==> src/rtl/top_fetch.sv <==
// top_fetch: instruction fetch stage.
// Owns the fetch PC and keeps at most one read outstanding to instruction
// memory. Returned words go into a registered output slot for decode, or into
// a one-entry skid register when decode is stalled. Redirects from execute
// flush the slot and skid. A response that is still owed after a redirect is
// drained and dropped.
//
// Ports:
//   clk, rst_n        clock, asynchronous active-low reset
//   imem_req/addr     read request (addr is fetch_pc, always word-aligned)
//   imem_ready        memory accepts the request this cycle
//   imem_rvalid/rdata one-cycle read data return
//   stall             decode cannot consume the output slot this cycle
//   redirect_valid/pc taken branch/jump from execute
//   instr/pc/pc_plus4 registered output slot (instr = NOP_INSTR when invalid)
//   instr_valid       output slot holds a live instruction
module top_fetch #(
  parameter int unsigned           DATA_WIDTH = 32,
  parameter logic [DATA_WIDTH-1:0] RESET_PC   = 32'h0000_0000,
  parameter logic [DATA_WIDTH-1:0] NOP_INSTR  = 32'h0000_0013
) (
  input  logic                  clk,
  input  logic                  rst_n,
  output logic                  imem_req,
  output logic [DATA_WIDTH-1:0] imem_addr,
  input  logic                  imem_ready,
  input  logic                  imem_rvalid,
  input  logic [DATA_WIDTH-1:0] imem_rdata,
  input  logic                  stall,
  input  logic                  redirect_valid,
  input  logic [DATA_WIDTH-1:0] redirect_pc,
  output logic [DATA_WIDTH-1:0] instr,
  output logic [DATA_WIDTH-1:0] pc,
  output logic [DATA_WIDTH-1:0] pc_plus4,
  output logic                  instr_valid
);

  localparam logic [DATA_WIDTH-1:0] FOUR       = DATA_WIDTH'(4);
  localparam logic [DATA_WIDTH-1:0] ALIGN_MASK = ~DATA_WIDTH'(3);

  typedef enum logic [1:0] {S_REQ, S_WAIT, S_HOLD, S_DRAIN} state_t;

  state_t                state, state_n;
  logic [DATA_WIDTH-1:0] fetch_pc, fetch_pc_n;
  logic [DATA_WIDTH-1:0] skid_instr, skid_pc;

  logic handshake, slot_consume, slot_free;
  logic slot_load, skid_load, skid_to_slot;

  assign imem_addr    = fetch_pc;
  assign handshake    = imem_req && imem_ready;
  assign slot_consume = instr_valid && !stall;
  assign slot_free    = !instr_valid || !stall;

  always_comb begin
    state_n      = state;
    fetch_pc_n   = fetch_pc;
    slot_load    = 1'b0;
    skid_load    = 1'b0;
    skid_to_slot = 1'b0;

    case (state)
      S_REQ:   if (handshake) state_n = S_WAIT;
      S_WAIT:  if (imem_rvalid) begin
                 fetch_pc_n = fetch_pc + FOUR;
                 if (slot_free) begin
                   slot_load = 1'b1;
                   state_n   = S_REQ;
                 end else begin
                   skid_load = 1'b1;
                   state_n   = S_HOLD;
                 end
               end
      S_HOLD:  if (slot_free) begin
                 skid_to_slot = 1'b1;
                 state_n      = S_REQ;
               end
      S_DRAIN: if (imem_rvalid) state_n = S_REQ;
      default: state_n = S_REQ;
    endcase

    // Redirect overrides the normal transitions. DRAIN is entered whenever a
    // response is still owed after this edge, so it can be swallowed later.
    if (redirect_valid) begin
      slot_load    = 1'b0;
      skid_load    = 1'b0;
      skid_to_slot = 1'b0;
      fetch_pc_n   = redirect_pc & ALIGN_MASK;
      case (state)
        S_REQ:   state_n = handshake   ? S_DRAIN : S_REQ;
        S_WAIT:  state_n = imem_rvalid ? S_REQ   : S_DRAIN;
        S_DRAIN: state_n = imem_rvalid ? S_REQ   : S_DRAIN;
        default: state_n = S_REQ;
      endcase
    end
  end

  // imem_req is registered from the next state so it is low throughout reset
  // and rises on the first clock edge after release.
  always_ff @(posedge clk or negedge rst_n) begin
    if (!rst_n) begin
      state       <= S_REQ;
      fetch_pc    <= RESET_PC;
      imem_req    <= 1'b0;
      skid_instr  <= '0;
      skid_pc     <= '0;
      instr       <= NOP_INSTR;
      pc          <= '0;
      pc_plus4    <= FOUR;
      instr_valid <= 1'b0;
    end else begin
      state    <= state_n;
      fetch_pc <= fetch_pc_n;
      imem_req <= (state_n == S_REQ);

      if (skid_load) begin
        skid_instr <= imem_rdata;
        skid_pc    <= fetch_pc;
      end

      if (redirect_valid) begin
        instr_valid <= 1'b0;
        instr       <= NOP_INSTR;
      end else if (slot_load) begin
        instr       <= imem_rdata;
        pc          <= fetch_pc;
        pc_plus4    <= fetch_pc + FOUR;
        instr_valid <= 1'b1;
      end else if (skid_to_slot) begin
        instr       <= skid_instr;
        pc          <= skid_pc;
        pc_plus4    <= skid_pc + FOUR;
        instr_valid <= 1'b1;
      end else if (slot_consume) begin
        instr_valid <= 1'b0;
        instr       <= NOP_INSTR;
      end
    end
  end

endmodule
==> config.mk <==
export PLATFORM = sky130hd
export DESIGN_NAME = top_fetch
export DESIGN_NICKNAME = d
export VERILOG_FILES = /design/src/rtl/top_fetch.sv
export SDC_FILE = /design/constraint.sdc
export NUM_CORES = 1
export LEC_CHECK = 0
export ABC_AREA = 1
export BUFFER_PORTS_ARGS = -buffer_cell sky130_fd_sc_hd__buf_2
export CAP_MARGIN = 10
export CORE_MARGIN = 2
export CORE_UTILIZATION = 54
export DETAILED_ROUTE_END_ITERATION = 8
export PLACE_DENSITY = 0.83
export RECOVER_POWER = 50
export SLEW_MARGIN = 25
export SYNTH_ARGS = -nofsm -noshare
export SYNTH_HDL_FRONTEND = slang
export SYNTH_SLANG_ARGS = --single-unit
==> constraint.sdc <==
create_clock -name clk -period 1.77 [get_ports clk]
set_input_delay 0.177 -clock clk [delete_from_list [all_inputs] [get_ports clk]]
set_output_delay 0.177 -clock clk [all_outputs]
set_load 0.005 [all_outputs]
# Yosys cells after proc, flatten, opt, wreduce, memory -nomap -nowiden
# Index checks and enable logic that the tools add are counted.
dict set report word_totals {
  in_bits 70
  wordCells 64
  register_bits 196
  out_inout_bits 130
}
dict set report op_classes {
  reduce_logical 14
  mux 35
  add_sub_neg 2
  bitwise 1
  eq_ne 3
}
# cell count
set op_table {}
lappend op_table {{2-to-1 mux 32 bit} 11}
lappend op_table {{adder 32 x 3 -> 32 bit, second input constant} 2}
lappend op_table {{2-to-1 mux 2 bit} 8}
lappend op_table {{2-to-1 mux 1 bit} 14}
lappend op_table {{one-hot mux 2 bit (4 select lines)} 1}
lappend op_table {{nonzero test 2 bit} 3}
lappend op_table {{equality test 2 bit, second input constant} 2}
lappend op_table {{zero test 2 bit} 2}
lappend op_table {{one-hot mux 2 bit (2 select lines)} 1}
lappend op_table {{AND reduction 2 bit} 2}
lappend op_table {{nonzero test 4 bit} 1}
lappend op_table {{equality test 2 x 1 -> 1 bit, second input constant} 1}
lappend op_table {{logical AND 1 bit} 2}
lappend op_table {{zero test 1 bit} 2}
lappend op_table {{OR reduction 2 bit} 1}
lappend op_table {{logical OR 1 bit} 1}
lappend op_table {{inverter 1 bit} 1}

# Depth between registers and ports, before layout
dict set report depth {
  ltp_word 8
  mapped_depth 13
  ltp_nobuf 11
}

# Worst setup path after synthesis
# Ideal clock, no wire load.
dict set report synth_path {
  path_kind {register to register}
  from {register instr_valid}
  to {register pc[31]}
  path_stages_with_launch 11
  required_ns 1.627
  arrival_time_ns 1.458
  slack_ns 0.169
  setup_time_ns 0.143
  path_buffers 2
  synth_period_minus_slack_ns 1.601
  path_cell_list {dfrtp_1 > nand2_1 > inv_2 > nor2_1 > nand3_2 > nand2_2 > inv_2 > buf_2 > buf_4 > nand2_1 > o221ai_1}
}
dict set report synth_between {
  elab_chain_len 8
  elab_cells_between_ends 11
  classes_between {mux: 7; reduce/logical: 4}
}
# element line_no
set synth_lines {}
lappend synth_lines {{start, declared} 35} ;# output logic instr_valid
lappend synth_lines {{start signal, assigned} 110} ;# instr_valid <= 1'b0;
lappend synth_lines {{start signal, assigned} 122} ;# instr_valid <= 1'b0;
lappend synth_lines {{start signal, assigned} 128} ;# instr_valid <= 1'b1;
lappend synth_lines {{zero test 1 bit (*)} 53} ;# assign slot_free = !instr_valid || !stall;
lappend synth_lines {{logical OR 1 bit (*)} 53}
lappend synth_lines {{2-to-1 mux 1 bit (*)} {66, 74}}
lappend synth_lines {{2-to-1 mux 1 bit} 64} ;# S_WAIT: if (imem_rvalid) begin
lappend synth_lines {{2-to-1 mux 1 bit} 62} ;# case (state)
lappend synth_lines {{2-to-1 mux 1 bit} 84} ;# if (redirect_valid) begin
lappend synth_lines {{nonzero test 2 bit (no source line)} n/a}
lappend synth_lines {{AND reduction 2 bit (no source line)} n/a}
lappend synth_lines {{end signal, assigned} 126} ;# pc <= fetch_pc;
lappend synth_lines {{end signal, assigned} 131} ;# pc <= skid_pc;
lappend synth_lines {{end, declared} 33} ;# output logic [DATA_WIDTH-1:0] pc,
# Mark *: on every way between the ends. The rest lies on a longest branch, timed or not.
# A chain may end at the register's enable or synchronous reset.

# Final worst setup path
dict set report layout_path {
  from {register skid_pc[2]}
  to {register pc_plus4[26]}
}
dict set report layout_between {
  elab_chain_len 3
}
# element line_no
set layout_lines {}
lappend layout_lines {{start, declared} 45} ;# logic [DATA_WIDTH-1:0] skid_instr, skid_pc;
lappend layout_lines {{start signal, assigned} 118} ;# skid_pc <= fetch_pc;
lappend layout_lines {{adder 32 x 3 -> 32 bit} 132} ;# pc_plus4 <= skid_pc + FOUR;
lappend layout_lines {{2-to-1 mux 32 bit} 129} ;# end else if (skid_to_slot) begin
lappend layout_lines {{2-to-1 mux 32 bit} 124} ;# end else if (slot_load) begin
lappend layout_lines {{end signal, assigned} 127} ;# pc_plus4 <= fetch_pc + FOUR;
lappend layout_lines {{end signal, assigned} 132}
lappend layout_lines {{end, declared} 34} ;# output logic [DATA_WIDTH-1:0] pc_plus4,
# Every way passes these cells. The select of a mux whose other input is x is not followed.

==> summary.txt <==
Detailed routing
  – Routed WL: 30,860 um
  – Via count: 9,883
  – Antenna-violating nets left: 0
  – DRC violations left: 0
  – DRT iter0 DRCs: 1,073
  – First-pass iteration count of the detailed router: 7
  – Routed len/inst: 17.55 um
  – Vias/cell: 5.622

CTS
  – Clk root buf: clkbuf_16
  – TritonCTS buffer count: 17
  – H-tree lvl count: 4
  – CTS tree: done
  – Clk slew on worst S/H paths: 0.07 ns
  – CTS Sinks: 188
  – Clock Latency Late Sink: 0.44 ns
  – Max clock buf depth: 2

Floorplanning
  – Die extent in y: 135.9 um
  – Die Wd: 135.9 um
  – FP Rows: 48
  – Die area: 18,480 um2
  – CORE AREA: 17,180 um2
  – # IOs: 200
  – Initial core utilization: 0.5472

Power and ir drop
  – Total Power: 16.00 mW
  – Switch Pwr: 5.880 mW
  – Static leakage: 6.021 nW
  – Switching share of power: 0.3675
  – Power Internal: 10.12 mW
  – Comb power frac: 0.324
  – Worst VDD drop: 0.0009427 V
  – Clock power frac: 0.240
  – Sequential share of power: 0.437
  – Power per cell area: 1296 nW/um2

Critical path
  – CP bufs+invs: 3
  – Startpoint Class: flop
  – CP max-delay cell: dfrtp_1
  – Critical path cell sequence: ha_2, nand3_1, inv_2, nand2_1, buf_4, inv_2, nand2_1, nand2_1, nand3_1, nand3_1, nand2_1
  – Largest delay contributor family on the critical path: simple AND/OR/NAND/NOR gates
  – WP data required: 2.10 ns
  – Critical Path AT: 2.06 ns
  – Crit-path max FO: 5
  – Crit path kind: flop to flop
  – Worst stage delay on the critical path: 0.41 ns
  – Critical path endpoint category: flop
  – Most used cell, CP: nand2_1

Final layout
  – Most frequent cells in the layout: 447 x nand2_1, 181 x dfrtp_1, 158 x buf_2
  – Fillers: 1,305
  – Storage cell area: 4713 um2
  – Layout Cells excl Fill: 1,758
  – Layout overhead on the synthesized area: 31.36%
  – Multi-input logic area: 4182 um2
  – Share of cells above drive strength 1: 0.2172
  – Ant. Diodes: 0
  – Nets: 1,593
  – Commonest non-fill, non-tap cell in the layout: nand2_1

Global routing
  – Initial antenna violation count: 0
  – Most Crowded Layer GR: met2
  – Vias in the first global route: 9,248
  – Pin count of the biggest net entering global routing: 62
  – Met2 global-route usage: 0.5351
  – First-pass GRT wire length: 47,200 um
  – Met1 usage: 0.4287
  – GR Layer Usage met3: 0.06115
  – GRT Overall Usage: 0.3322
  – Grt total ovfl: 0

Timing
  – Setup-failing EPs final: 0
  – Fin. Hold Viols: 0
  – Fin crit period: 1.738 ns
  – FMAX: 575.4 MHz
  – Worst hold margin: 0.003049 ns
  – Worst Tran Pin Value: 0.8825 ns
  – RSZ-0062 raised after global routing: true
  – Final Cycle Share: 0.9818
  – Clk_skew: 0.009333 ns
  – Max_slew headroom: 0.4117
  – Max Slew Vio Count: 0

Synth
  – Avg Inst Size Synth: 7.685 um2
  – Cells after Synth: 1,223
  – Number of synthesized flops with an enable pin: 0
  – Post-synth top area share: 0.4899
  – Synth top area cells: dfrtp_1 49%, nand2_1 18%, nand3_1 6.2%
  – Asr flop ratio synth: 1.000
  – Synth warn: 0
  – Mapped Area: 9399 um2
  – Most used DFF post-synth: dfrtp_1
  – Count of different cell masters after synthesis: 37
  – Sequential fraction of the synthesis area: 0.5011
  – #FFs+latches synth: 188
  – Yosys top cell by area: dfrtp_1

Placement
  – IO buf count: 191
  – GP Congestion: 0.9611
  – Placed insts: 1,662
  – Hpwl dp: 20,790 um

Job
  – MaxCap Viol Count: 0

Status
  – Status: finished clean

Hold path
  – Type of the tightest min-delay check: input pin to flop
## layer usage
layer  routed length, um  up-vias
li1                    -     4532
met1               11990     4645
met2               14490      581
met3                2575      125
met4                1799        0
met5                   0        -
## power by group through the flow
stage	clock network [mW]	logic, mW	registers (mW)
2_1_floorplan	0	2.58	6.84
3_3_place_gp	0	4.73	6.93
3_5_place_dp	0	4.86	6.97
4_1_cts	3.85	5.01	6.92
5_1_grt	4.04	5.75	7.15
6_report	3.83	5.18	6.98
## worst register-to-register path: cells and delay by family, from the launching register on
| kind | cells | cell delay [ns] |
|---|---|---|
| adder cells (fa/ha/maj) | 1 | 0.21 |
| buffers and inverters | 3 | 0.39 |
| flip-flops | 1 | 0.41 |
| AND/OR/NAND/NOR | 7 | 0.61 |
## flip-flops by register name, indices dropped and copies added, names as in the netlist
signal / cells
pc: 30
pc_plus4: 30
state: 2
instr: 32
instr_valid: 1
imem_req: 1
imem_addr: 30
skid_instr: 32
skid_pc: 30
## path summary, 6_finish.rpt
check,from,end,slack [ns],depth (start not counted)
max reg2reg,skid_pc[2],pc_plus4[26],0.03,11
min in group asynchronous,rst_n,instr[5],0.42,2
min reg2reg,pc_plus4[13],pc_plus4[13],0.48,2
max,skid_pc[2],pc_plus4[26],0.03,11
max in group asynchronous,rst_n,skid_pc[22],0.27,3
min,redirect_pc[31],imem_addr[31],0.003,3
## timing repair
item                       4_1_cts  5_1_grt
pin swaps                        0       13
gates cloned                     0        3
gates resized for setup          5       49
hold endpoints to repair       120        0
setup endpoints to repair       13      111
hold buffers                    53        0
setup buffers                    0       10
## synth_stat cells, types with 10 or more instances
library cell  count
nand3_1         116
dfrtp_1         184
clkbuf_1         31
buf_2            12
a21oi_1          10
nand2_1         455
o211ai_1         35
o21ai_0          73
nor2_1          104
o221ai_1         24
inv_1           100
xor2_1           14
## cells by family after synthesis
logic type,count (synthesis),share of synthesized area
AOI/OAI and AO/OA,151,0.1012
DFF,188,0.5011
xor gates and xnor gates,15,0.01398
adders and majority gates,2,0.002662
muxes,6,0.007188
buffers and inverters,163,0.07202
other,1,0.0003990
and+or+nand+nor,697,0.3015
## per-stage QoR
stage / util / area [um2] / TNS, ns / setup slack (ns)
after floorplan: - / 9418 / 0 / 0.1694
after global placement: 0.6439 / 11060 / 0 / 0.04069
after detailed placement: 0.6439 / 11060 / -0.04460 / -0.02073
after CTS: 0.7094 / 12190 / 0 / 0.008737
after global routing: 0.7188 / 12350 / -0.6198 / -0.09180
final: 0.7188 / 12350 / 0 / 0.03218
## layout make-up
class | count | area share
clock buffer | 19 | 0.03587
clock inverter | 12 | 0.01105
inverter | 105 | 0.03293
multi-input combinational | 878 | 0.3387
sequential | 188 | 0.3817
tap | 225 | 0.02280
timing repair buffer | 330 | 0.1763
timing repair inverter | 1 | 0.0006080
Note: power is estimated with default switching activity, not from simulation.
